**src/rtl/demux_sched_pkg.sv**
```systemverilog
// demux_sched_pkg: shared constants and types for the 1-to-8 demux scheduler
package demux_sched_pkg;
  localparam int NLANES = 8;
  localparam int SELW = 3;
  localparam logic MODE_RR = 1'b0;
  localparam logic MODE_DIR = 1'b1;
  localparam logic [7:0] DROP_MAX = 8'd255;
  typedef enum logic {EMPTY, FULL} state_t;
endpackage

```
**src/rtl/demux_rr_scheduler_rr_pick8.sv**
```systemverilog
// rr_pick8: cyclic priority finder returning the first set mask bit at or after start
module rr_pick8 (
  input  logic [7:0] mask,
  input  logic [2:0] start,
  output logic [2:0] idx,
  output logic       found
);
  always_comb begin
    idx = '0;
    found = 1'b0;
    for (int i = 7; i >= 0; i--) begin
      if (mask[3'(int'(start) + i)]) begin
        idx = 3'(int'(start) + i);
        found = 1'b1;
      end
    end
  end
endmodule

```
**src/rtl/demux_rr_scheduler.sv**
```systemverilog
// demux_rr_scheduler: one-entry holding stage steering words to 8 lanes by round-robin or directed select
module demux_rr_scheduler
  import demux_sched_pkg::*;
#(
  parameter int DW = 8
) (
  input  logic              clk,
  input  logic              rst_n,
  input  logic              mode,
  input  logic              in_valid,
  output logic              in_ready,
  input  logic [DW-1:0]     in_data,
  input  logic [SELW-1:0]   in_sel,
  input  logic [NLANES-1:0] lane_en,
  output logic [NLANES-1:0] out_valid,
  input  logic [NLANES-1:0] out_ready,
  output logic [DW-1:0]     out_data,
  output logic [SELW-1:0]   sel,
  output logic              drop,
  output logic [7:0]        drop_cnt
);
  state_t state_q, state_d;
  logic [DW-1:0] data_q, data_d;
  logic [SELW-1:0] sel_q, sel_d, ptr_q, ptr_d, rr_idx;
  logic drop_q, drop_d, rr_found, complete, accept, store, dropped, dir;
  logic [7:0] drop_cnt_q, drop_cnt_d;
  rr_pick8 u_pick (
    .mask  (lane_en),
    .start (ptr_q),
    .idx   (rr_idx),
    .found (rr_found)
  );
  assign dir = (mode == MODE_DIR);
  assign complete = (state_q == FULL) && out_ready[sel_q];
  assign in_ready = rst_n && (state_q == EMPTY || complete) && (dir || |lane_en);
  assign accept = in_valid && in_ready;
  assign store = accept && (dir ? lane_en[in_sel] : rr_found);
  assign dropped = accept && dir && !lane_en[in_sel];
  always_comb begin
    state_d = store ? FULL : complete ? EMPTY : state_q;
    data_d = store ? in_data : data_q;
    sel_d = store ? (dir ? in_sel : rr_idx) : sel_q;
    ptr_d = (store && !dir) ? rr_idx + 3'd1 : ptr_q;
    drop_d = dropped;
    drop_cnt_d = (dropped && drop_cnt_q != DROP_MAX) ? drop_cnt_q + 8'd1 : drop_cnt_q;
  end
  always_ff @(posedge clk) begin
    if (!rst_n) begin
      state_q <= EMPTY;
      data_q <= '0;
      sel_q <= '0;
      ptr_q <= '0;
      drop_q <= 1'b0;
      drop_cnt_q <= '0;
    end else begin
      state_q <= state_d;
      data_q <= data_d;
      sel_q <= sel_d;
      ptr_q <= ptr_d;
      drop_q <= drop_d;
      drop_cnt_q <= drop_cnt_d;
    end
  end
  assign out_valid = (rst_n && state_q == FULL) ? {{(NLANES-1){1'b0}}, 1'b1} << sel_q : '0;
  assign out_data = data_q;
  assign sel = sel_q;
  assign drop = drop_q;
  assign drop_cnt = drop_cnt_q;
endmodule

```
**config.mk**
```make
export PLATFORM = sky130hd
export DESIGN_NAME = demux_rr_scheduler
export DESIGN_NICKNAME = d
export VERILOG_FILES = /design/src/rtl/demux_sched_pkg.sv /design/src/rtl/demux_rr_scheduler_rr_pick8.sv /design/src/rtl/demux_rr_scheduler.sv
export SDC_FILE = /design/constraint.sdc
export NUM_CORES = 1
export LEC_CHECK = 0
export ABC_AREA = 1
export BUFFER_PORTS_ARGS = -buffer_cell sky130_fd_sc_hd__buf_2
export CORE_MARGIN = 3
export CORE_UTILIZATION = 30
export DETAILED_ROUTE_END_ITERATION = 16
export GPL_TIMING_DRIVEN = 0
export PLACE_DENSITY_LB_ADDON = 0.05
export SYNTH_ARGS = -nofsm -noshare
export SYNTH_HDL_FRONTEND = slang
export SYNTH_SLANG_ARGS = --single-unit
```
**constraint.sdc**
```tcl
create_clock -name clk -period 5.7 [get_ports clk]
set_input_delay 0.285 -clock clk [delete_from_list [all_inputs] [get_ports clk]]
set_output_delay 0.285 -clock clk [all_outputs]
set_load 0.05 [all_outputs]
```
# After elaboration in Yosys (flattened, before gate mapping)
# Cells that the tools add are included.
dict set report totals {
  in_bits 31
  regBits 24
  wordCells 93
}
dict set report classes {
  mux 49
  n_shift 1
  add_sub_neg 9
  n_eq_ne 1
  order_cmp 10
  reduce_logical 16
  bitwise_logic 1
}
# cell count
set ops {}
lappend ops {{3-bit by 5-bit < comparator with 1-bit output, second input constant} 8}
lappend ops {{1-bit binary-select mux with 3-bit select} 10}
lappend ops {{1-bit 2-to-1 mux} 29}
lappend ops {{3-bit 2-to-1 mux} 9}
lappend ops {{3-bit adder, second input constant} 4}
lappend ops {{1-bit logical AND} 10}
lappend ops {{8-bit by 1-bit adder with 8-bit output, second input constant} 1}
lappend ops {{3-bit by 4-bit < comparator with 1-bit output, second input constant} 2}
lappend ops {{8-bit 2-to-1 mux} 1}
lappend ops {{8-bit inequality test, second input constant} 1}
lappend ops {{8-bit OR reduction} 1}
lappend ops {{1-bit by 3-bit left shift with 8-bit output, first input constant} 1}
lappend ops {{3-bit by 1-bit adder with 3-bit output, second input constant} 2}
lappend ops {{3-bit by 2-bit adder with 3-bit output, second input constant} 2}
lappend ops {{1-bit logical NOT} 2}
lappend ops {{1-bit logical OR} 2}
lappend ops {{2-bit nonzero test} 1}
lappend ops {{1-bit inverter} 1}

# Depth between registers and ports, before layout
# Gate-level depths: netlist (run 1).
dict set report logic_depth {
  word_depth 15
  depth_mapped 22
  ltp_nobuf 21
}

# Cells and area by module
# From an unflattened synthesis (run 1), not the netlist that was laid out.
dict set report hier_totals {
  hier_cells 337
  area_unflattened_um2 2174.6
}
# module seq_area_each_um2 cells_each area_each_um2 instances
set by_module_without_submodules {}
lappend by_module_without_submodules {demux_rr_scheduler 480.5 215 1435.1 1}
lappend by_module_without_submodules {rr_pick8 0.0 122 739.5 1}

# Worst setup path after synthesis (run 1)
# No wires, ideal clock.
dict set report synth_path {
  path_kind {reg-to-reg}
  startpoint {reg ptr_q[1]}
  endpoint {reg ptr_q[1]}
  path_stages_with_launch 18
  slack_ps 3356
  required_ps 5579
  arrival_time_ps 2223
  path_cell_list {dfxtp_1 buf_6 inv_2 ha_1 buf_4 inv_1 nand3_1 and2_1 nand2_1 nand2_2 a21oi_1 nand2_1 nand2_1 nand2_1 a21boi_0 ha_1 o21ai_0 a21oi_1}
}
dict set report synth_via {
  elab_chain_cells 15
  elab_cells_between_ends 51
}
# item line_no
set synth_rtl {}
lappend synth_rtl {{start: declaration} demux_rr_scheduler.sv:24} ;# logic [SELW-1:0] sel_q, sel_d, ptr_q, ptr_d, rr_idx;
lappend synth_rtl {{start signal: assignment} demux_rr_scheduler.sv:59} ;# ptr_q <= ptr_d;
lappend synth_rtl {{branches (longest 15 deep; another with 3-bit adder)} n/a}
# Parallel ways; which one is timed is not known. The select of a mux whose other input is x is not followed.
# A chain may end at the register's enable or synchronous reset.

# Final worst setup path (run 1)
# Ends and elaborated chain as after synthesis.

==> results of run 1 <==
layer usage:
| metal | wire length (um) | global-route usage |
|---|---|---|
| met1 | 2740 | 0.216 |
| met2 | 2330 | 0.236 |
| met3 | 249 | 0.0183 |
| met4 | 44 | 0.0345 |
| met5 | 0 | 0 |
layout make-up:
type	instances	area [um2]	share of cell area
flip-flops and latches	24	480	0.203
plain buffers	6	43.8	0.0185
clock buffers	4	55.1	0.0232
multi-input cells	246	1240	0.525
inverters	41	156	0.0660
repair buffers	59	295	0.125
well taps	75	93.8	0.0396
stage by stage:
step                      worst slack, ps  hold slack, ps  cells   util  total power, W
after detailed placement             3040             489    451  0.382        0.000389
after global placement               3040             486    451  0.382        0.000389
after CTS                            3010             234    455  0.391        0.000509
after global routing                 2740             250    455  0.391        0.000542
final                                3020             242    455  0.391        0.000500
after floorplan                      3360             420    317      -        0.000337
state kept, by name, indices dropped and copies added, names as in the netlist:
name,cells
drop,1
drop_cnt,8
out_data,8
ptr_q,3
sel,3
state_q,1
cell usage in the layout (no fill, tap or decap), types with 4 or more instances in the layout:
cell type / n
nand3_2: 7
dfxtp_1: 24
a21oi_1: 23
nand2_1: 90
nor2_1: 35
inv_2: 9
clkbuf_8: 4
buf_2: 61
ha_1: 4
o21ai_0: 14
nand2_2: 7
nand3_1: 38
inv_1: 30
critical path: cells and delay by family, from the launching register on:
kind,cells,cell delay [ps]
flip-flops,1,330
adder cells (fa/ha/maj),2,510
AND/OR/NAND/NOR,8,680
AO/OA/AOI/OAI,3,380
buffers and inverters,5,660
cells by family after synthesis:
| family | synth area share |
|---|---|
| adders and majority gates | 0.0260 |
| AOI/OAI and AO/OA | 0.126 |
| xor gates and xnor gates | 0.0175 |
| DFF | 0.250 |
| buffers and inverters | 0.104 |
| and+or+nand+nor | 0.477 |
worst min-delay path by stage:
stage,slack [ps],end,cells past startpoint
CTS,230,out_data[6],3
global route,250,out_data[4],3
detailed placement,490,drop_cnt[5],2
global placement,490,drop_cnt[0],1
floorplan,420,out_data[0],2
finish,240,out_data[7],3
power groups by stage:
stage	Sequential (W)	Combinational, W	Clock [W]
CTS	0.000183	0.000203	0.000124
detailed placement	0.000187	0.000202	0
finish	0.000183	0.000200	0.000116
global route	0.000184	0.000230	0.000128
global placement	0.000187	0.000202	0
floorplan	0.000209	0.000127	0
==> summary.txt, run 1 <==
Final Max Tran Viols -> 0
Clk pin slew, worst setup/hold paths -> 80 ps
Initial core utilization -> 0.318
CTS Buf Count -> 3
First-pass GRT wire length -> 9.14 mm
Synth cell types -> 35
Post-Syn Area -> 1930 um2
Residual DRC count -> 0
Overall die height -> 86.1 um
Worst-path fanout max -> 10
Area of the core -> 6060 um2
Worst Tran Pin Value -> 387 ps
Peak supply drop -> 120 uV
Crit path max-delay cell type -> dfxtp_1
TritonCTS clock tree -> built
Syn Area/Cell -> 6.07 um2
HP Class -> input pin to register
DIE AREA -> 7420 um2
CTS Sinks -> 24
Crit Reg-Reg Startpoint -> ptr_q[1]
Design internal power -> 0.000303 W
Vias per cell -> 4.66
Chip width -> 86.1 um
Reg2reg setup slack -> 3020 ps
CP Launch Type -> register
Combinational share of power -> 0.401
H-tree depth -> 1
CP Capture Point -> ptr_q[1]
Clock root buffer -> clkbuf_8
Hold path start -> in_data[7]
Post-DP Area -> 2310 um2
Crit path cell chain -> buf_6, inv_2, ha_1, buf_4, inv_1, nand3_1, nand3_1, nand2_2, inv_1, nand3_1, nand3_1, nand2_1, nand2_1, nand2_1, a21boi_0, ha_1, o21ai_0, a21oi_1
Final-report setup violation count -> 0
Sequential share of the synthesized area -> 0.250
Clock buffer depth -> 2
Reg-to-reg endpoint -> ptr_q[1]
TritonRoute pass-1 iters -> 4
Post-CTS setup buffers -> 0
Post-synth EDFFs -> 0
Post-route cell area -> 2370 um2
Max cap viols -> 0
Iteration-0 DRC Markers -> 96
Final period util -> 0.470
Hold_buf cts -> 0
CP startpoint -> ptr_q[1]
Cells after synthesis -> 317
R2R cell count -> 18
CP required -> 5850 ps
NumNets Final -> 416
Clk pwr share -> 0.233
Ys Warns -> 0
CP endpoint kind -> register
RSZ-0062 raised after global routing -> no
Top-count cell post-synth -> nand2_1
Vias -> 2120
Filler instances -> 678
Routed WL -> 5.37 mm
Register share of total power -> 0.366
Status -> complete, no violations
Sw Share -> 0.394
IO Pins -> 60
WP data arrival -> 2830 ps
Switching power -> 0.000197 W
Max stage delay on crit path -> 330 ps
PD cells -> 211 nW/um2
Overflow after GRT -> 0
Crit path top cell by count -> nand3_1
Routability cong. -> 0.844
Total Routing Usage GR -> 0.150
Largest net degree at the start of global routing -> 14
Fin crit period -> 2680 ps
Number of synthesized register bits -> 24
Hold Vio Cnt, Final -> 0
Initial antenna violation count -> 0
F_max -> 373 MHz
Largest cells by area after synthesis -> dfxtp_1, nand2_1, nand3_1
Port Buffers -> 59
Clk_lat worst skew -> 270 ps
DR WL/cell -> 11.8 um
Top cell type by total area after synthesis -> dfxtp_1
Async SR Flop Fraction -> 0
Syn Nets -> 352
Area share of the largest cell type after synthesis -> 0.250
Antenna fix cells -> 0
Fin Clk Skew -> 7.33 ps
Number of global-route vias before repair -> 2010
Ys flop type -> dfxtp_1
Fraction of layout cells with a size suffix above 1 -> 0.279
Final ANT Viol Nets -> 0
Dpl hpwl -> 4.36 mm
LEAKAGE -> 1.24 nW
Post-synth top cells -> nand2_1, nand3_1, nor2_1
Max-slew headroom -> 0.742
Area grow syn2layout -> 23.1%
Cell Rows -> 28
Setup TNS -> 0 ps
WS Path Type -> register to register
Post_cts resized -> 0
Power figures use the tool's default switching activity.
==> inputs of run 2 (changes only) <==
Settings changed: ABC_AREA 1 to 0.
Clock period 5.7 ns to 2.5 ns, I/O delays scaled along.
==> run 2 against run 1 <==
The flow now finishes with violations (negative setup slack). Sequential power rose by 130%. First-iteration DRC count shrank 43%. Worst setup slack worse by 3200 ps. Via count down 7.7%. Hold slack lost 160 ps. Area after synthesis is 5.0% higher. Die area rose by 4.7%. Non-clock buffer count up 13. Critical path type unchanged. Largest cell class unchanged. Largest power group unchanged.
==> summary.txt, run 2 <==
Post-Syn Area -> 2020 um2 (+5.0%)
Max cap viols -> 0 (unchanged)
HP Class -> input pin to register
Ys flop type -> dfxtp_1
DP Cell Count -> 360 (-20%)
Top cell family by delay on the critical path -> multiplexers
Port Buffers -> 58 (-1.7%)
Cells after synthesis -> 225 (-29%)
First-pass GRT wire length -> 9.25 mm (+1.1%)
Residual DRC count -> 0 (unchanged)
Hold path start -> in_data[7]
Crit path cell chain -> buf_12, inv_8, ha_4, buf_8, mux4_2, mux2_4, a22o_1, a31oi_1, o211ai_2, ha_4, nand2_2, a21boi_1
Vias -> 1956 (-7.7%)
WP data arrival -> 2860 ps (+30 ps)
Initial antenna violation count -> 0 (unchanged)
Status -> finished with violations
Max stage delay on crit path -> 390 ps (+60 ps)
Number of global-route vias before repair -> 1823 (-9.3%)
Vias per cell -> 5.27 (+13%)
Commonest cells after routing, fill and taps aside -> buf_2, nand2_1, dfxtp_1
Final period util -> 1.06 (+0.592)
Synth cell types -> 50 (+43%)
Clk_lat worst skew -> 270 ps (about the same)
Largest cells by area after synthesis -> dfxtp_1, mux4_2, mux2i_1
Final ANT Viol Nets -> 0 (unchanged)
Hold_buf cts -> 0 (unchanged)
Worst setup margin -> -156 ps (-3180 ps)
Setup slack at placement -> -364 ps (-3410 ps)
Cell Rows -> 29 (+3.6%)
Worst-path fanout max -> 7 (-3)
Routed WL -> 5.68 mm (+5.9%)
Sequential share of the synthesized area -> 0.238 (-0.0119)
F_max -> 376 MHz (+0.93%)
H-tree depth -> 1 (unchanged)
CP endpoint kind -> register
Failing checks -> negative setup slack
Number of synthesized register bits -> 24 (unchanged)
CP required -> 2700 ps (-3150 ps)
Overall die height -> 88.1 um (+2.3%)
Crit path max-delay cell type -> mux4_2
Clock root buffer -> clkbuf_8
WHS Endpoint -> out_data[7]
IO Pins -> 60 (unchanged)
Area grow syn2layout -> 30.3%
Initial core utilization -> 0.315 (-0.00289)
WS Path Type -> register to register
Hold Vio Cnt, Final -> 0 (unchanged)
Syn Area/Cell -> 8.99 um2 (+48%)
Ys Warns -> 0 (unchanged)
Crit Reg-Reg Startpoint -> ptr_q[1]
Total Routing Usage GR -> 0.150 (+0.000369)
Dpl hpwl -> 4.33 mm (-0.62%)
Fin crit period -> 2660 ps (-24.8 ps)
Final Max Tran Viols -> 0 (unchanged)
DIE AREA -> 7760 um2 (+4.7%)
CP Launch Type -> register
Final Hold Slack -> 78.7 ps (-163 ps)
Worst Hold Depth -> 3 (unchanged)
Routability cong. -> 0.774 (-8.3%)
Post-synth EDFFs -> 0 (unchanged)
Post-Layout Cell Count -> 371 (-18%)
Area of the core -> 6420 um2 (+6.0%)
Max-slew headroom -> 0.673 (-0.0691)
Top-count cell post-synth -> nand2_1
Commonest non-fill, non-tap cell in the layout -> buf_2
Worst Tran Pin Value -> 490 ps (+104 ps)
Bufs and invs on worst path -> 3 (-2)
TritonRoute pass-1 iters -> 4 (unchanged)
DR WL/cell -> 15.3 um (+30%)
Iteration-0 DRC Markers -> 55 (-43%)
LEAKAGE -> 1.10 nW (-11%)
Top cell type by total area after synthesis -> dfxtp_1
Clock buffer depth -> 2 (unchanged)
NumNets Final -> 330 (-21%)
Fraction of layout cells with a size suffix above 1 -> 0.388 (+0.109)
Antenna fix cells -> 0 (unchanged)
Clk pin slew, worst setup/hold paths -> 90 ps (about the same)
CTS Buf Count -> 3 (unchanged)
R2R cell count -> 12 (-6)
Largest net degree at the start of global routing -> 15 (+1)
Crit path top cell by count -> ha_4
Async SR Flop Fraction -> 0 (unchanged)
Post-synth top cells -> nand2_1, dfxtp_1, mux2i_1, mux4_2, nand3_1
Reg-to-reg endpoint -> ptr_q[1]
Peak supply drop -> 244 uV (+100%)
PD cells -> 583 nW/um2 (+180%)
Fin Clk Skew -> 2.32 ps (-5.01 ps)
Area share of the largest cell type after synthesis -> 0.238 (-0.0119)
Final-report setup violation count -> 2 (+2)
TritonCTS clock tree -> built
Chip width -> 88.1 um (+2.3%)
Reg2reg setup slack -> -160 ps (-3180 ps)
Filler instances -> 668 (-1.5%)
Syn Nets -> 260 (-26%)
Overflow after GRT -> 0 (unchanged)
CTS Sinks -> 24 (unchanged)
RSZ-0062 raised after global routing -> yes
==> run 2: cell count changes after synthesis, sizes merged, moves of 13 or more <==
| cell | delta |
|---|---|
| a21oi | -21 |
| nor2 | -28 |
| nand2 | -67 |
| inv | -32 |
| nand3 | -33 |
| mux2i | +14 |
| mux4 | +13 |
==> run 2: tightest hold or removal path: stages <==
cell	delay, ps
buf_2	90
nand2_1	50
a21boi_1	50
==> run 2: layout make-up <==
class,count,area (um2),share of cell area
timing repair buffer,65,343,0.130
clock buffer,4,66.3,0.0252
tap,77,96.3,0.0366
inverter,7,33.8,0.0128
sequential,24,488,0.185
buffer,13,106,0.0404
multi-input combinational,181,1500,0.570
==> run 2: layer usage <==
layer | part of all wire | wire [um] | track usage | vias to the layer above
met5 | 0 | 0 | 0 | -
met4 | 0.011 | 63 | 0.0412 | 0
met3 | 0.040 | 225 | 0.0263 | 6
met2 | 0.50 | 2840 | 0.257 | 40
met1 | 0.45 | 2550 | 0.194 | 938
li1 | - | - | - | 972
==> run 2: cells by family (layout without fill, tap and decap cells) <==
family | after synthesis | in the layout | share of synthesized area
buffers and inverters | 20 | 89 | 0.0514
and+or+nand+nor | 82 | 82 | 0.195
AOI/OAI and AO/OA | 53 | 53 | 0.203
DFF | 24 | 24 | 0.238
xor gates and xnor gates | 9 | 9 | 0.0390
muxes | 33 | 33 | 0.249
adders and majority gates | 4 | 4 | 0.0248
==> run 2: through the flow <==
step / TNS [ps] / area (um2) / utilization / total power (W)
2_1_floorplan: -119 / 2080 / - / 0.00101
3_3_place_gp: -1040 / 2470 / 0.384 / 0.00117
3_5_place_dp: -790 / 2470 / 0.384 / 0.00117
4_1_cts: -272 / 2620 / 0.407 / 0.00154
5_1_grt: -604 / 2640 / 0.410 / 0.00164
6_report: -278 / 2640 / 0.410 / 0.00154
==> run 2: timing repair <==
item,4_1_cts,5_1_grt
pin swaps,3,0
gates resized for setup,9,3
buffers inserted,7,0
gates cloned,0,0
endpoints found under the hold margin,0,0
endpoints found under the setup margin,5,5
==> run 2: worst max-delay path by stage <==
stage / start / endpoint / slack (ps) / cells after the start
3_3_place_gp: ptr_q[1] / ptr_q[2] / -400 / 13
5_1_grt: ptr_q[0] / ptr_q[1] / -300 / 12
2_1_floorplan: ptr_q[1] / ptr_q[1] / -70 / 12
3_5_place_dp: ptr_q[1] / ptr_q[2] / -360 / 13
6_report: ptr_q[1] / ptr_q[1] / -160 / 12
4_1_cts: ptr_q[1] / ptr_q[1] / -150 / 12
==> run 2: report_power, final <==
| group | switching [W] | leakage (nW) | internal [W] | total [W] |
|---|---|---|---|---|
| clock network | 0.000135 | 0.0339 | 0.000174 | 0.000310 |
| logic | 0.000435 | 0.867 | 0.000374 | 0.000809 |
| registers | 0.0000146 | 0.197 | 0.000404 | 0.000419 |
